### config.mk
export PLATFORM = sky130hd
export DESIGN_NAME = mmio_io_hub
export DESIGN_NICKNAME = d
export VERILOG_FILES = /design/src/rtl/mmio_pkg.sv /design/src/rtl/irq_edge_ctrl.sv /design/src/rtl/mmio_io_hub.sv
export SDC_FILE = /design/constraint.sdc
export NUM_CORES = 1
export LEC_CHECK = 0
export BUFFER_PORTS_ARGS = -buffer_cell sky130_fd_sc_hd__buf_2
export CORE_AREA = 2 2 240 242
export DETAILED_ROUTE_END_ITERATION = 10
export DIE_AREA = 0 0 242 244
export GPL_TIMING_DRIVEN = 1
export PLACE_DENSITY = 0.5
export REMOVE_ABC_BUFFERS = 1
export SLEW_MARGIN = 20
export SYNTH_ARGS = -nofsm -noshare
export SYNTH_HDL_FRONTEND = slang
export SYNTH_HIERARCHICAL = 1
export SYNTH_SLANG_ARGS = --single-unit
### constraint.sdc
create_clock -name CLK -period 4.7 [get_ports CLK]
set_input_delay 0.94 -clock CLK [delete_from_list [all_inputs] [get_ports CLK]]
set_output_delay 0.94 -clock CLK [all_outputs]
set_load 0.1 [all_outputs]
### src/rtl/mmio_pkg.sv
// rtl/mmio_pkg.sv - shared constants and address-match helper for the MMIO hub
package mmio_pkg;

  localparam int          MMIO_DATA_W   = 32;
  localparam logic [31:0] CTRL_PEND_OFS = 32'h0;
  localparam logic [31:0] CTRL_MASK_OFS = 32'h4;

  // Exact-match decode only: misaligned or in-between addresses never hit.
  function automatic logic port_hit(input logic [31:0] addr,
                                    input logic [31:0] base,
                                    input logic [31:0] stride,
                                    input int          k);
    return addr == (base + 32'(k) * stride);
  endfunction

endpackage

### src/rtl/irq_edge_ctrl.sv
// rtl/irq_edge_ctrl.sv - rising-edge interrupt latch with W1C pending, mask and registered INTR
module irq_edge_ctrl #(
  parameter int N_IRQ = 4
) (
  input  logic             CLK,
  input  logic             RST,
  input  logic [N_IRQ-1:0] IRQ_SRC,
  input  logic             clr_wr,
  input  logic [N_IRQ-1:0] clr_data,
  input  logic             mask_wr,
  input  logic [N_IRQ-1:0] mask_data,
  output logic [N_IRQ-1:0] pend_o,
  output logic [N_IRQ-1:0] mask_o,
  output logic             intr_o
);

  logic [N_IRQ-1:0] prev_q, pend_q, mask_q;
  logic [N_IRQ-1:0] pend_d, mask_d;
  logic             intr_q;

  // A new edge is OR-ed in after the clear so that set beats clear.
  always_comb begin
    pend_d = pend_q;
    if (clr_wr) pend_d = pend_d & ~clr_data;
    pend_d = pend_d | (IRQ_SRC & ~prev_q);
    mask_d = mask_wr ? mask_data : mask_q;
  end

  always_ff @(posedge CLK) begin
    if (RST) begin
      prev_q <= '0;
      pend_q <= '0;
      mask_q <= '0;
      intr_q <= 1'b0;
    end else begin
      prev_q <= IRQ_SRC;
      pend_q <= pend_d;
      mask_q <= mask_d;
      intr_q <= |(pend_q & mask_q);
    end
  end

  assign pend_o = pend_q;
  assign mask_o = mask_q;
  assign intr_o = intr_q;

endmodule

### src/rtl/mmio_io_hub.sv
// rtl/mmio_io_hub.sv - indexed MMIO port banks with write strobes and interrupt aggregation
module mmio_io_hub
  import mmio_pkg::*;
#(
  parameter logic [31:0] BASE_ADDR = 32'h11000000,
  parameter logic [31:0] STRIDE    = 32'h20,
  parameter int          N_OUT     = 8,
  parameter int          N_IN      = 8,
  parameter int          N_IRQ     = 4,
  parameter logic [31:0] CTRL_OFS  = 32'h400
) (
  input  logic                   CLK,
  input  logic                   RST,
  input  logic [31:0]            IOBUS_ADDR,
  input  logic [31:0]            IOBUS_OUT,
  input  logic                   IOBUS_WR,
  output logic [31:0]            IOBUS_IN,
  output logic [N_OUT*32-1:0]    OUT_DATA,
  output logic [N_OUT-1:0]       OUT_STB,
  input  logic [N_IN*32-1:0]     IN_DATA,
  input  logic [N_IRQ-1:0]       IRQ_SRC,
  output logic                   INTR
);

  localparam int          N_MAX     = (N_IN > N_OUT) ? N_IN : N_OUT;
  localparam logic [31:0] PEND_ADDR = BASE_ADDR + CTRL_OFS + CTRL_PEND_OFS;
  localparam logic [31:0] MASK_ADDR = BASE_ADDR + CTRL_OFS + CTRL_MASK_OFS;

  if (32'(N_MAX) * STRIDE > CTRL_OFS) begin : g_ctrl_overlap
    $error("mmio_io_hub: port banks overlap the control block");
  end

  logic [N_OUT*32-1:0] out_q, out_d;
  logic [N_OUT-1:0]    stb_q, stb_d;
  logic [N_IRQ-1:0]    pend, mask;
  logic [31:0]         rd_data;
  logic                clr_wr, mask_wr;

  assign clr_wr  = IOBUS_WR && (IOBUS_ADDR == PEND_ADDR);
  assign mask_wr = IOBUS_WR && (IOBUS_ADDR == MASK_ADDR);

  always_comb begin
    out_d = out_q;
    stb_d = '0;
    for (int k = 0; k < N_OUT; k++) begin
      if (IOBUS_WR && port_hit(IOBUS_ADDR, BASE_ADDR, STRIDE, k)) begin
        out_d[k*MMIO_DATA_W +: MMIO_DATA_W] = IOBUS_OUT;
        stb_d[k] = 1'b1;
      end
    end
  end

  always_ff @(posedge CLK) begin
    if (RST) begin
      out_q <= '0;
      stb_q <= '0;
    end else begin
      out_q <= out_d;
      stb_q <= stb_d;
    end
  end

  always_comb begin
    rd_data = '0;
    for (int k = 0; k < N_IN; k++) begin
      if (port_hit(IOBUS_ADDR, BASE_ADDR, STRIDE, k))
        rd_data = IN_DATA[k*MMIO_DATA_W +: MMIO_DATA_W];
    end
    if (IOBUS_ADDR == PEND_ADDR) rd_data = MMIO_DATA_W'(pend);
    if (IOBUS_ADDR == MASK_ADDR) rd_data = MMIO_DATA_W'(mask);
  end

  irq_edge_ctrl #(.N_IRQ(N_IRQ)) u_irq (
    .CLK      (CLK),
    .RST      (RST),
    .IRQ_SRC  (IRQ_SRC),
    .clr_wr   (clr_wr),
    .clr_data (IOBUS_OUT[N_IRQ-1:0]),
    .mask_wr  (mask_wr),
    .mask_data(IOBUS_OUT[N_IRQ-1:0]),
    .pend_o   (pend),
    .mask_o   (mask),
    .intr_o   (INTR)
  );

  assign IOBUS_IN = rd_data;
  assign OUT_DATA = out_q;
  assign OUT_STB  = stb_q;

endmodule

; ---- Word-level counts from Yosys, hierarchy flattened
; Cells that the tools add are included.
[op_classes]
add_sub_neg = 0
n_mul = 0
n_div = 0
order_cmp = 0
eq_ne = 10
n_shift = 0
muxes = 19
bitwise_logic = 6
n_reduce_logical = 11
[ops]
columns = operator, count
row1 = 32-bit by 29-bit equality test with 1-bit output (second input constant), 10
row2 = 32-bit two-way mux, 10
row3 = 4-bit AND, 3
row4 = 1-bit logical AND, 10
row5 = 1-bit two-way mux, 8
row6 = 4-bit inverter, 2
row7 = 4-bit two-way mux, 1
row8 = 4-bit bitwise OR, 1
row9 = 4-bit OR reduction, 1
[word_totals]
regBits = 277
latchBits = 0
mem_bits_rw = 0
rom_bits = 0
input_bits = 327
out_inout_bits = 297
word_cells = 59
memories = 0

; ---- Longest topological paths before layout
[depth]
word_depth = 11
depth_mapped = 9
ltp_nobuf = 6

; ---- Hierarchy
; The synthesis kept the hierarchy.
[by_module_without_submodules]
columns = module, n_inst, cells_each, area_each_um2, seq_area_each_um2
row1 = mmio_io_hub, 1, 1512, 11903.9, 5285.1
row2 = irq_edge_ctrl, 1, 42, 488.0, 260.2

; ---- Worst setup path before layout
; OpenSTA, ideal clock, no wires.
[synth_timing]
kind = input-to-output
start = input port IOBUS_ADDR[6]
end = output port IOBUS_IN[9]
arrival_ns = 4.435
t_required_ns = 3.760
setup_slack_ns = -0.675
stages = 7
n_path_buf = 4
path_cell_list = buf_2 clkbuf_1 buf_2 buf_2 nor2_1 a21o_1 a221oi_1
[synth_via]
elab_chain_len = 11
elab_cells_between_ends = 20
classes_between = eq/ne (10) / mux (10)
[synth_rtl]
columns = element, line_no
row1 = from (decl), mmio_io_hub.sv:14  ; input logic [31:0] IOBUS_ADDR,
row2 = 32-bit by 29-bit equality test with 1-bit output, mmio_pkg.sv:13  ; return addr == (base + 32'(k) * stride);
row3 = 32-bit two-way mux (8 in a row), mmio_io_hub.sv:66  ; if (port_hit(IOBUS_ADDR, BASE_ADDR, STRIDE, k))
row4 = 32-bit two-way mux, mmio_io_hub.sv:69  ; if (IOBUS_ADDR == PEND_ADDR) rd_data = MMIO_DATA_W'(pend);
row5 = 32-bit two-way mux *, mmio_io_hub.sv:70  ; if (IOBUS_ADDR == MASK_ADDR) rd_data = MMIO_DATA_W'(mask);
row6 = to (decl), mmio_io_hub.sv:17  ; output logic [31:0] IOBUS_IN,
; Mark *: on every way between the ends. The rest lies on a longest branch, timed or not.

; ---- Worst setup path in the final report
[layout_timing]
start = input port IOBUS_ADDR[0]
end = output port IOBUS_IN[24]
; Same word-level chain as after synthesis.

==> metrics <==
CTS clk-pin slew, worst paths 0.05 ns; CTS Buf Count 29; CP top delay family simple AND/OR/NAND/NOR gates; Ys Warns 6; htree depth 1; leakage dissipation 7.27 nW; worst hold path type reg2reg; cts hold-fix bufs 0; VDD IR max 0.182 mV; Netlist cell types 52; Crit. Startpoint IOBUS_ADDR[0]; remaining global-route overflow 0; multi-input logic area 6210 µm²; syn avg cell area 7.97 µm²; synth cell count leaders 550 x nand2_1, 299 x a21oi_1, 277 x dfxtp_1; largest net degree at the start of global routing 102; CP Capture Type output pin; Row Count 87; fillers 6091; Crit-path slowest cell nor3_2; core area 56200 µm²; Final Util 31.2%; final-report setup violation count 0; Die Span X 242 µm; critical path type in2out; Worst EP required 3.76 ns; clk sinks 277; Area contributors post-synth dfxtp_1 45%, nand2_1 17%, a21oi_1 12%, mux2_2 3.7%, mux4_2 3.1%; synthesized flop and latch total 277; WP data arrival 3.23 ns; Placed Cells 2820; vias in the first global route 13400; final slew viol count 0; CP Cell Sequence buf_2 -> or4_1 -> nor3_2 -> o221ai_1 -> a21oi_1 -> buf_2; PnR Total Power 5.03 mW; WL/cell 21.7 µm; post-synth top area share 44.7%; post_cts resized 0; R2R Path Start u_irq/pend_o[0]; Synth async-reset ratio 0%; number of DRC markers in iteration 0 755; register area share after synthesis 44.7%; Max-slew headroom 37.6%; placed wire-length estimate 47.0 mm; critical path's largest stage delay 0.65 ns; num ports 624; global-route wire length before repair 89.3 mm; final RePlAce weighted congestion 0.927; Buf+Inv Stages, Crit Path 2; Post-synth EDFFs 0; RSZ-0062 raised after global routing no; TritonCTS clock tree yes; cell area after synthesis 12400 µm²; cell with the most instances after synthesis nand2_1; Initial Util 22.1%; worst-margin pin slew 0.936 ns; Clock Root Buffer clkbuf_16; via count 13400; antenna violations before repair 30; cell count after synthesis 1554; pwr dens 287 nW/µm²; max_cap viols 0; f_max 240 MHz; Max FO, Critical Path 9; count of input and output buffers 623; hold path startpoint OUT_DATA[149]; layout net count 2422; CP most frequent cell buf_2; CTS Buffer Depth 3; Tcrit/Tclk final 88.8%; status completed; Total GRT Usage 20.1%; final wirelength 62.4 mm; total setup buffers inserted after CTS 0; die area 59000 µm²; largest area contributor in the netlist dfxtp_1; fin crit period 4.17 ns; post-route ant nets 0; DRC violations left 0; Via-to-Cell Ratio 4.64; CP Launch Type input port; TritonRoute pass-1 iters 7; Final Non-Filler Cells 2881; Die Y 244 µm; Worst-Skew Late Latency 0.55 ns; share of layout cells above drive strength 1 37.6%; Synth-to-Final Area Change 41.2%; Register Area 5550 µm²; Post-synth top flop dfxtp_1; clock skew 0.0111 ns; Hold Vio Cnt, Final 0
layer usage:
metal	track usage (%)	vias to the layer above	routed length, µm
li1	-	6362	-
met1	20.9	6275	22100
met2	38.1	581	33300
met3	3.49	130	3590
met4	11.0	10	3370
met5	0	-	57
sequential cells by signal (all words and copies together) (netlist names):
signal        count
OUT_STB           8
u_irq/mask_o      4
u_irq/prev_q      4
u_irq/pend_o      4
u_irq/intr_o      1
OUT_DATA        256
report_power, final:
| group | leakage [nW] | internal [mW] | switching (mW) |
|---|---|---|---|
| sequential | 2.23 | 2.35 | 0.00261 |
| combinational | 4.59 | 0.196 | 0.259 |
| clock | 0.446 | 1.28 | 0.940 |
| total | 7.27 | 3.83 | 1.20 |
worst min-delay path, delay by kind of cell (launching register included):
family	cells	cell delay, ns
flops	1	0.30
compound gates	1	0.05
simple gates	1	0.05
worst paths after layout:
check / to / slack (ns) / cells past startpoint
setup / recovery: IOBUS_IN[24] / 0.53 / 6
hold / removal: OUT_DATA[149] / 0.44 / 2
setup reg to reg: u_irq/pend_o[0] / 3.92 / 2
hold reg to reg: OUT_DATA[149] / 0.44 / 2
cells in the final DEF (no fill, tap or decap), drive strengths merged, types with 5 or more instances in the layout:
| cell type | Yosys | routed |
|---|---|---|
| o22ai | 28 | 28 |
| and2 | 8 | 8 |
| mux4 | 17 | 17 |
| a32o | 14 | 14 |
| nor2 | 19 | 19 |
| a21oi | 304 | 304 |
| mux2i | 16 | 16 |
| o221ai | 14 | 14 |
| o21ai | 13 | 13 |
| nor4 | 17 | 17 |
| inv | 4 | 5 |
| or4 | 8 | 8 |
| clkbuf | 62 | 39 |
| mux2 | 41 | 41 |
| dfxtp | 277 | 277 |
| nand3 | 5 | 5 |
| clkinv | 0 | 7 |
| nor3 | 7 | 7 |
| nor2b | 6 | 6 |
| nand2 | 551 | 551 |
| diode | 0 | 13 |
| nand4 | 10 | 10 |
| a22oi | 7 | 7 |
| buf | 87 | 658 |
stage by stage:
| stage | hold WS [ns] | TNS, ns | worst slack (ns) | cell area, µm² |
|---|---|---|---|---|
| 3_3_place_gp | 0.434 | 0 | 0.634 | 16600 |
| 2_1_floorplan | 0.461 | -1.97 | -0.583 | 11700 |
| 6_report | 0.444 | 0 | 0.527 | 17500 |
| 5_1_grt | 0.463 | 0 | 0.454 | 17500 |
| 4_1_cts | 0.449 | 0 | 0.574 | 17500 |
| 3_5_place_dp | 0.440 | 0 | 0.577 | 16600 |
layout make-up:
cell class	count	share of cell area, %
inverter	4	0.0858
timing repair buffer	659	22.0
sequential	277	31.7
multi-input combinational	1124	35.5
clock inverter	10	0.593
tap	756	5.41
clock buffer	38	4.51
antenna	13	0.186
cell families (layout without fill, tap and decap cells):
group	after synthesis	count (layout)	share of synthesized area (%)
and+or+nand+nor	649	649	23.1
AOI/OAI and AO/OA	401	401	18.3
DFF	277	277	44.7
buffers and inverters	153	711	5.73
muxes	74	74	8.11
other	0	13	0
Power figures use the tool's default switching activity.
